$ cat src/rtl/bf_ffunc_seq.sv
// bf_ffunc_seq
//    Blowfish F-function sequencer. Computes
//       F(xl) = ((S0[a] + S1[b]) ^ S2[c]) + S3[d]   (mod 2^32)
//    by issuing the four S-box lookups one after another on a single shared
//    lookup port. Only one evaluation is in flight at a time.
//
// Parameters
//    SBOX_LAT    lookup-port latency: 0 = combinational bank, 1 = registered bank
//    BYTE_ORDER  0: a = xl[31:24] .. d = xl[7:0];  1: a = xl[7:0] .. d = xl[31:24]
//
// Ports
//    clk        clock, rising edge
//    rst        synchronous active-high reset
//    in_valid   upstream offers xl
//    in_ready   block can accept xl (IDLE only)
//    xl         F-function input half-block
//    sbox_sel   S-box select (0..3) for the lookup port
//    sbox_idx   byte index into the selected S-box
//    sbox_data  S-box word returned for (sbox_sel, sbox_idx)
//    out_valid  f_out is valid
//    out_ready  downstream accepts f_out
//    f_out      F(xl) result
//    busy       high in every state except IDLE
//
// state | meaning
// ------+--------------------------------------------------------------
// IDLE  | waiting for xl; in_ready high
// LK0   | lookup S0[a]; acc <= data
// LK1   | lookup S1[b]; acc <= acc + data
// LK2   | lookup S2[c]; acc <= acc ^ data
// LK3   | lookup S3[d]; f_out <= acc + data
// DONE  | out_valid high; f_out held until out_ready

module bf_ffunc_seq #(
   parameter int SBOX_LAT   = 0,
   parameter int BYTE_ORDER = 0
) (
   input  logic        clk,
   input  logic        rst,
   input  logic        in_valid,
   output logic        in_ready,
   input  logic [31:0] xl,
   output logic [1:0]  sbox_sel,
   output logic [7:0]  sbox_idx,
   input  logic [31:0] sbox_data,
   output logic        out_valid,
   input  logic        out_ready,
   output logic [31:0] f_out,
   output logic        busy
);

   typedef enum logic [2:0] {
      IDLE = 3'd0,
      LK0  = 3'd1,
      LK1  = 3'd2,
      LK2  = 3'd3,
      LK3  = 3'd4,
      DONE = 3'd5
   } state_t;

   state_t      state;
   state_t      state_nxt;
   logic [31:0] xl_r;
   logic [31:0] acc;
   logic        ph;      // second cycle of a lookup when the bank is registered
   logic        step;    // sbox_data is valid this cycle: consume it and advance
   logic [1:0]  sel_nxt;

   // Byte k of a word, k = 0 is the 'a' byte.
   function automatic logic [7:0] byte_of(input logic [31:0] w, input logic [1:0] k);
      logic [1:0] pos;
      pos = (BYTE_ORDER == 0) ? (2'd3 - k) : k;
      case (pos)
         2'd0:    byte_of = w[7:0];
         2'd1:    byte_of = w[15:8];
         2'd2:    byte_of = w[23:16];
         default: byte_of = w[31:24];
      endcase
   endfunction

   // A registered bank answers one cycle after sel/idx change, so each
   // lookup is held for two cycles and sampled in the second.
   assign step    = (SBOX_LAT == 0) ? 1'b1 : ph;
   assign sel_nxt = sbox_sel + 2'd1;

   always_ff @(posedge clk) begin
      if (rst) state <= IDLE;
      else     state <= state_nxt;
   end

   always_comb begin
      state_nxt = state;
      in_ready  = 1'b0;
      out_valid = 1'b0;
      busy      = 1'b1;
      case (state)
         IDLE: begin
            in_ready = 1'b1;
            busy     = 1'b0;
            if (in_valid) state_nxt = LK0;
         end
         LK0: if (step) state_nxt = LK1;
         LK1: if (step) state_nxt = LK2;
         LK2: if (step) state_nxt = LK3;
         LK3: if (step) state_nxt = DONE;
         DONE: begin
            out_valid = 1'b1;
            if (out_ready) state_nxt = IDLE;
         end
         default: state_nxt = IDLE;
      endcase
   end

   // sel/idx are registers so the bank never sees a combinational path from
   // xl, and they keep their last value in IDLE and DONE.
   always_ff @(posedge clk) begin
      if (rst) begin
         xl_r     <= '0;
         acc      <= '0;
         f_out    <= '0;
         ph       <= 1'b0;
         sbox_sel <= '0;
         sbox_idx <= '0;
      end else begin
         case (state)
            IDLE: begin
               if (in_valid) begin
                  xl_r     <= xl;
                  ph       <= 1'b0;
                  sbox_sel <= 2'd0;
                  sbox_idx <= byte_of(xl, 2'd0);
               end
            end
            LK0, LK1, LK2, LK3: begin
               if (!step) begin
                  ph <= 1'b1;
               end else begin
                  ph <= 1'b0;
                  case (state)
                     LK0:     acc   <= sbox_data;
                     LK1:     acc   <= acc + sbox_data;
                     LK2:     acc   <= acc ^ sbox_data;
                     default: f_out <= acc + sbox_data;
                  endcase
                  if (state != LK3) begin
                     sbox_sel <= sel_nxt;
                     sbox_idx <= byte_of(xl_r, sel_nxt);
                  end
               end
            end
            default: ;
         endcase
      end
   end

endmodule

$ cat config.mk
export PLATFORM = sky130hd
export DESIGN_NAME = bf_ffunc_seq
export DESIGN_NICKNAME = d
export VERILOG_FILES = /design/src/rtl/bf_ffunc_seq.sv
export SDC_FILE = /design/constraint.sdc
export NUM_CORES = 1
export LEC_CHECK = 0
export CORE_MARGIN = 10
export CORE_UTILIZATION = 50
export CTS_CLUSTER_SIZE = 12
export DETAILED_ROUTE_END_ITERATION = 12
export PLACE_DENSITY = 0.76
export SLEW_MARGIN = 20
export SYNTH_ARGS = -nofsm -noshare
export SYNTH_HDL_FRONTEND = slang
export SYNTH_SLANG_ARGS = --single-unit
$ cat constraint.sdc
create_clock -name clk -period 7.1 [get_ports clk]
set_input_delay 1.42 -clock clk [delete_from_list [all_inputs] [get_ports clk]]
set_output_delay 1.42 -clock clk [all_outputs]
set_load 0.05 [all_outputs]
; ---- Yosys cells after proc, flatten, opt, wreduce, memory -nomap -nowiden
; Index checks and enable logic that the tools add are counted.
[classes]
n_bitwise = 2
muxes = 14
addsub = 3
eq_ne = 11
reduce_logical = 11
[op_table]
columns = operator, n
row1 = 32-bit one-hot mux with 3 select lines, 1
row2 = 32-bit adder, 1
row3 = 32-bit bitwise XOR, 1
row4 = 8-bit one-hot mux with 3 select lines, 1
row5 = 3-bit one-hot mux with 6 select lines, 1
row6 = 8-bit 2-to-1 mux, 2
row7 = 8-bit one-hot mux with 2 select lines, 1
row8 = 2-bit AND reduction, 4
row9 = 3-bit by 2-bit equality test with 1-bit output (second input constant), 2
row10 = 3-bit equality test (second input constant), 2
row11 = 3-bit 2-to-1 mux, 2
row12 = 2-bit inequality test (second input constant), 3
row13 = 2-bit 2-to-1 mux, 2
row14 = 2-bit one-hot mux with 2 select lines, 1
row15 = 4-bit OR reduction, 1
row16 = 3-bit by 1-bit equality test with 1-bit output (second input constant), 1
row17 = 3-bit logical NOT, 1
row18 = 1-bit 2-to-1 mux, 3
row19 = 3-bit inequality test (second input constant), 1
row20 = 3-bit AND reduction, 1
row21 = 3-bit nonzero test, 1
row22 = 3-bit OR reduction, 1
row23 = 2-bit by 1-bit adder with 2-bit output (second input constant), 1
row24 = 2-bit by 1-bit equality test with 1-bit output (second input constant), 1
row25 = other kinds (5), 5
[totals]
word_cells = 47
register_bits = 109
out_inout_bits = 45
in_bits = 68

; ---- Longest topological paths before layout
; Gate-level depths: netlist of the first run.
[logic_depth]
ltp_word = 6
ltp_mapped = 12
mapped_depth_nobuf = 12

; ---- Least setup slack after synthesis of the first run
; OpenSTA, ideal clock, no wires.
[synth_timing]
path_kind = input to register
start = input sbox_data[4]
end = register acc[27]
required_ns = 6.997
path_stages = 11
arrival_time_ns = 3.594
path_buffers = 1
setup_time_ns = 0.103
slack_ns = 3.402
cell_sequence = ha_1 buf_6 a21o_1 a31o_2 o211ai_2 a21boi_2 o211ai_2 a21oi_2 o31a_2 xnor2_2 a2111oi_2
[synth_between]
elab_chain_cells = 2
[synth_lines]
columns = item, line_no
row1 = from (decl), 45  ; input logic [31:0] sbox_data,
row2 = 32-bit adder, 141  ; LK1: acc <= acc + sbox_data;
row3 = 32-bit one-hot mux with 3 select lines, 139  ; case (state)
row4 = to (signal assigned), 140  ; LK0: acc <= sbox_data;
row5 = to (signal assigned), 141
row6 = to (signal assigned), 142  ; LK2: acc <= acc ^ sbox_data;
row7 = to (decl), 64  ; logic [31:0] acc;
; No other way between the ends.
; A chain may end at the register's enable or synchronous reset.

; ---- Final worst setup path of the first run
[layout_timing]
start = register state[2]
end = output out_valid
[layout_between]
elab_chain_cells = 2
[layout_lines]
columns = item, line_no
row1 = from (decl), 61  ; state_t state;
row2 = from (signal assigned), 88  ; else state <= state_nxt;
row3 = 3-bit equality test, 96  ; case (state)
row4 = 1-bit 2-to-1 mux, 96
row5 = to (decl), 46  ; output logic out_valid,
; No other way between the ends.

==> impl_metrics.env, run 1 <==
export IMPL_viasPerCell=5.80
export IMPL_final_fill_count=1171
export IMPL_syn_area_um2=6460
export IMPL_clock_path_buffers=2
export IMPL_critPathKind="reg -> out"
export IMPL_synth_nets=924
export IMPL_route_vias_total=6177
export IMPL_fin_area_um2=7880
export IMPL_rsz0062_at_grt="false"
export IMPL_critPathRequiredTime_ns=5.68
export IMPL_ios=113
export IMPL_cts_buffers=9
export IMPL_finalClockSkew_ns=0.0135
export IMPL_leakage_nw=3.02
export IMPL_status="finished, final reports clean"
export IMPL_synth_top_cell_area_share_pct=33.8
export IMPL_yosysSeqAreaShare_pct=33.8
export IMPL_yosysTopAreaCell="dfxtp_1"
export IMPL_postCtsSetupBuffers=0
export IMPL_antenna_cells=0
export IMPL_hold_ws_ns=0.453
export IMPL_ys_top_cells_by_area="dfxtp_1 34%, nand2_1 8.3%, a21oi_1 6.8%"
export IMPL_hold_viol_final=0
export IMPL_crit_chain="clkinv_1 > nor2_1 > clkdlybuf4s50_1"
export IMPL_cts_resized_gates=0
export IMPL_fp_dieW_um=134
export IMPL_rows=41
export IMPL_gp_congestion=0.936
export IMPL_grt_max_degree=60
export IMPL_critical_path_max_stage_delay_ns=0.96
export IMPL_ir_drop_mv=0.143
export IMPL_dieArea_um2=17900
export IMPL_p_per_area_nw_per_um2=239
export IMPL_dpl_hpwl_um=13600
export IMPL_slew_violations=0
export IMPL_synth_seq_cells=109
export IMPL_synth_xor_area_share_pct=3.37
export IMPL_synth_cell_types=65
export IMPL_cpMaxStageDelayCell="dfxtp_1"
export IMPL_grt_pass1_vias=5913
export IMPL_period_share_pct=62.1
export IMPL_avgSynthCellArea_um2=7.87
export IMPL_crit_family="buffers and inverters"
export IMPL_yosys_warnings=0
export IMPL_grt_pass1_wl_um=30500
export IMPL_routed_wirelength_um=18900
export IMPL_dp_cells=1050
export IMPL_drtIter0Drc=566
export IMPL_p_total_mw=1.88
export IMPL_synthSimpleGateAreaFrac_pct=19.5
export IMPL_clkTransAtPathRegs_ns=0.08
export IMPL_crit_fanout=22
export IMPL_cts_sinks=109
export IMPL_muxShareOfSynthArea_pct=5.58
export IMPL_clock_root_buffer="clkbuf_16"
export IMPL_grt_ovfl_total=0
export IMPL_relSlewSlack_pct=27.1
export IMPL_layout_area_overhead_vs_synth_pct=22.0
export IMPL_synth_adder_area_share_pct=7.09
export IMPL_period_minus_slack_ns=4.41
export IMPL_yosysMostFrequentCell="nand2_1"
export IMPL_clk_insertion_delay_late_ns=0.36
export IMPL_synth_top_family_by_area="compound AO/OA/AOI/OAI gates"
export IMPL_cap_violations=0
export IMPL_hold_buffers=0
export IMPL_synthFlopType="dfxtp_1"
export IMPL_r2r_slack_ns=4.26
export IMPL_async_reset_ff_share_pct=0
export IMPL_synth_compound_area_share_pct=25.9
export IMPL_drive_gt1_share_pct=7.39
export IMPL_cts_tree="yes"
export IMPL_place_area_um2=7600
export IMPL_htree_levels=3
export IMPL_drc_errors=0
export IMPL_cp_arrival_ns=2.99
export IMPL_hold_class="reg -> reg"
export IMPL_synth_edf_count=0
export IMPL_max_freq_ghz=0.227
export IMPL_portBuffers=112
export IMPL_die_h_um=134
export IMPL_setup_violations=0
export IMPL_end_kind="primary output"
export IMPL_antenna_found_initial=0
export IMPL_grtUsageTotal_pct=20.8
export IMPL_postRouteAntennaNets=0
export IMPL_routedWlPerCell_um=17.7
export IMPL_setup_tns_ns=0
export IMPL_path_buf_inv=2
export IMPL_nets=993
export IMPL_first_pass_iters=7
export IMPL_worst_pin_slew_ns=1.09
export IMPL_layoutNonFillerInstCount=1065
export IMPL_synthCells=820
export IMPL_coreArea_um2=12600
export IMPL_synthTopCellsByCount="143 x nand2_1, 109 x dfxtp_1, 88 x a21oi_1"
export IMPL_cp_start_kind="flop"
export IMPL_start_util_pct=51.2
-- per-stage QoR --
stage	setup WS (ns)	utilization, %
floorplan	3.40	-
global placement	2.84	60.3
detailed placement	2.76	60.3
CTS	2.69	62.4
global route	2.55	62.4
finish	2.69	62.4
-- cell type report --
| class | instances | area [µm²] | area share [%] |
|---|---|---|---|
| timing repair buffer | 120 | 1180 | 15.0 |
| sequential | 109 | 2180 | 27.7 |
| clock inverter | 5 | 42.5 | 0.540 |
| multi-input combinational | 635 | 3980 | 50.5 |
| inverter | 14 | 52.6 | 0.667 |
| tap | 172 | 215 | 2.73 |
| clock buffer | 10 | 229 | 2.91 |
-- cell usage in the layout, fill, tap and decap left out, types with 10 or more instances in the layout --
cell type,synthesis,routed
a211oi_1,24,24
dfxtp_1,109,108
mux2_2,16,16
o21ai_0,33,33
clkdlybuf4s50_1,0,111
nand3_1,10,10
inv_1,13,13
nor3_1,24,23
xor2_1,10,10
ha_1,35,35
nor2_1,69,68
a21o_1,15,15
a21oi_1,88,88
xnor2_1,13,13
mux2i_1,18,18
o22ai_1,18,18
nand2_1,143,143
nand2b_1,12,12
a222oi_1,16,16
-- worst paths after layout --
check,to,depth (start not counted),from
setup / recovery,out_valid,3,state[2]
hold / removal,f_out[2],2,f_out[2]
setup reg to reg,acc[27],4,state[2]
hold reg to reg,f_out[2],2,f_out[2]
-- worst register-to-register path, delay by kind of cell, from the launching register on --
kind | cells | cell delay (ns)
flops | 1 | 0.96
simple gates | 1 | 0.73
buf+inv | 1 | 0.56
compound gates | 2 | 0.49
-- flip-flops by register name (all words and copies together) (netlist names) --
register  flops
xl_r         32
sbox_sel      2
acc          32
state         3
f_out        32
sbox_idx      8
-- kinds of logic after synthesis --
| kind of cell | Yosys count |
|---|---|
| xor+xnor | 24 |
| mux | 34 |
| simple gates | 291 |
| compound gates | 250 |
| fa+ha+maj | 36 |
| flops | 109 |
| buf+inv | 76 |
-- power by group --
part           switching (mW)  internal [mW]  leakage (nW)  total, mW
Combinational           0.420          0.280          1.99      0.701
Clock                   0.238          0.242         0.135      0.480
Sequential             0.0326          0.667         0.892      0.699
-- metal layers --
metal | up-vias | GRT usage, % | routed length (µm)
met3 | 39 | 4.47 | 1070
met4 | 0 | 10.1 | 606
met5 | - | 0 | 0
met1 | 2879 | 26.4 | 8590
met2 | 183 | 32.8 | 8640
li1 | 3076 | - | -
Power figures use the tool's default switching activity.
==> inputs of run 2 (changes only) <==
Clock period 7.1 ns to 4.2 ns, I/O delays scaled along.
==> run 2 against run 1 <==
Effect of this change:
- final area increased by 0.67%
- clock skew decreased by 0.0079 ns
- via count about the same
- sequential share of layout area decreased by 0.18 points
- wire length increased by 1.1%
- clock power increased by 85%
- utilization increased by 0.42 points
- global-route usage decreased by 0.099 points
- critical endpoint is now busy
- largest cell class unchanged
==> impl_metrics.env, run 2 (synthesized netlist as in run 1, its figures left out) <==
export IMPL_hold_viol_final=0
export IMPL_relSlewSlack_pct=27.2
export IMPL_r2r_start="acc[4]"
export IMPL_reg_top3="acc: 32 flops, f_out: 32 flops, xl_r: 32 flops"
export IMPL_setup_violations=0
export IMPL_clk_insertion_delay_late_ns=0.35
export IMPL_antenna_found_initial=0
export IMPL_r2r_end="acc[27]"
export IMPL_gp_congestion=0.944
export IMPL_clkPwrFrac_pct=27.2
export IMPL_slew_violations=0
export IMPL_critPathKind="reg -> out"
export IMPL_drc_errors=0
export IMPL_p_per_area_nw_per_um2=412
export IMPL_setup_tns_ns=0
export IMPL_cp_start_kind="flop"
export IMPL_grt_ovfl_total=0
export IMPL_min_to="f_out[7]"
export IMPL_final_cell_mix="143 x nand2_1, 111 x clkdlybuf4s50_1, 108 x dfxtp_1"
export IMPL_clock_path_buffers=2
export IMPL_route_vias_total=6181
export IMPL_leakage_nw=3.04
export IMPL_fp_dieW_um=134
export IMPL_p_int_mw=2.09
export IMPL_first_pass_iters=7
export IMPL_hold_start="f_out[7]"
export IMPL_hold_class="reg -> reg"
export IMPL_routedWlPerCell_um=17.9
export IMPL_combPwrFrac_pct=36.2
export IMPL_viasPerCell=5.78
export IMPL_clock_root_buffer="clkbuf_16"
export IMPL_dpl_hpwl_um=13700
export IMPL_finalClockSkew_ns=0.00553
export IMPL_hold_buffers=0
export IMPL_cts_sinks=109
export IMPL_layout_area_overhead_vs_synth_pct=22.8
export IMPL_cts_buffers=9
export IMPL_period_minus_slack_ns=3.46
export IMPL_cap_violations=0
export IMPL_rows=41
export IMPL_postCtsSetupBuffers=0
export IMPL_power_share_switching_pct=35.9
export IMPL_die_h_um=134
export IMPL_clkTransAtPathRegs_ns=0.07
export IMPL_ios=113
export IMPL_grtUsageTotal_pct=20.7
export IMPL_drtIter0Drc=610
export IMPL_ir_drop_mv=0.275
export IMPL_coreArea_um2=12600
export IMPL_htree_levels=3
export IMPL_status="finished, final reports clean"
export IMPL_crit_fanout=22
export IMPL_critPathRequiredTime_ns=3.36
export IMPL_portBuffers=112
export IMPL_max_freq_ghz=0.289
export IMPL_dieArea_um2=17900
export IMPL_power_switching_mw=1.17
export IMPL_place_area_um2=7630
export IMPL_nets=996
export IMPL_grt_max_degree=81
export IMPL_final_fill_count=1186
export IMPL_cp_arrival_ns=2.62
export IMPL_seqPwrFrac_pct=36.6
export IMPL_fin_util_pct=62.8
export IMPL_routed_wirelength_um=19100
export IMPL_hold_depth=2
export IMPL_start_util_pct=51.2
export IMPL_reg2regPathDepth=10
export IMPL_end_kind="primary output"
export IMPL_cts_tree="yes"
export IMPL_grt_pass1_wl_um=30600
export IMPL_antenna_cells=0
export IMPL_final_common_cell="nand2_1"
export IMPL_cts_resized_gates=0
export IMPL_period_share_pct=82.3
export IMPL_rsz0062_at_grt="false"
export IMPL_p_total_mw=3.26
export IMPL_fin_area_um2=7930
export IMPL_postRouteAntennaNets=0
export IMPL_r2r_slack_ns=1.42
export IMPL_grt_pass1_vias=5910
export IMPL_drive_gt1_share_pct=7.69
export IMPL_worst_pin_slew_ns=1.09
==> run 2: cell type report <==
class / instances / area [µm²] / share of cell area [%]
inverters: 14 / 52.6 / 0.663
repair buffers: 123 / 1200 / 15.1
flip-flops and latches: 109 / 2180 / 27.5
clock buffers: 12 / 246 / 3.11
multi-input cells: 635 / 3980 / 50.1
clock inverters: 4 / 55.1 / 0.694
well taps: 172 / 215 / 2.71
==> run 2: critical path: stages, from the launching register on <==
cell             delay (ns)
dfxtp_1                0.99
nor3_1                 0.28
inv_1                  0.14
clkdlybuf4s50_1        0.85
==> run 2: worst max path at each step <==
stage / slack [ns] / to / cells after the start / startpoint
after floorplan: 1.06 / sbox_idx[0] / 6 / state[0]
after global placement: 0.51 / acc[27] / 11 / sbox_data[4]
after detailed placement: 0.43 / acc[27] / 11 / sbox_data[4]
after CTS: 0.77 / busy / 3 / state[2]
after global routing: 0.62 / f_out[30] / 13 / sbox_data[0]
final: 0.74 / busy / 3 / state[2]
==> run 2: stage by stage <==
step                hold slack [ns]  instances  setup WS, ns
finish                        0.451       1069         0.742
global route                  0.473       1069         0.625
CTS                           0.453       1069         0.770
detailed placement            0.444       1053         0.429
global placement              0.440       1053         0.514
floorplan                     0.436        820          1.06
==> run 2: routing by layer <==
layer	track usage (%)	vias to the layer above	part of all wire, %
met4	5.14	0	1.6
met2	33.5	180	47
met3	5.26	18	5.8
met5	0	-	0
li1	-	3076	-
met1	26.8	2907	46
==> run 2: power groups by stage <==
stage	logic (mW)	clock network, mW	registers [mW]
detailed placement	1.16	0	1.22
global route	1.29	0.940	1.21
CTS	1.17	0.900	1.19
global placement	1.16	0	1.21
floorplan	0.817	0	1.25
finish	1.18	0.886	1.20
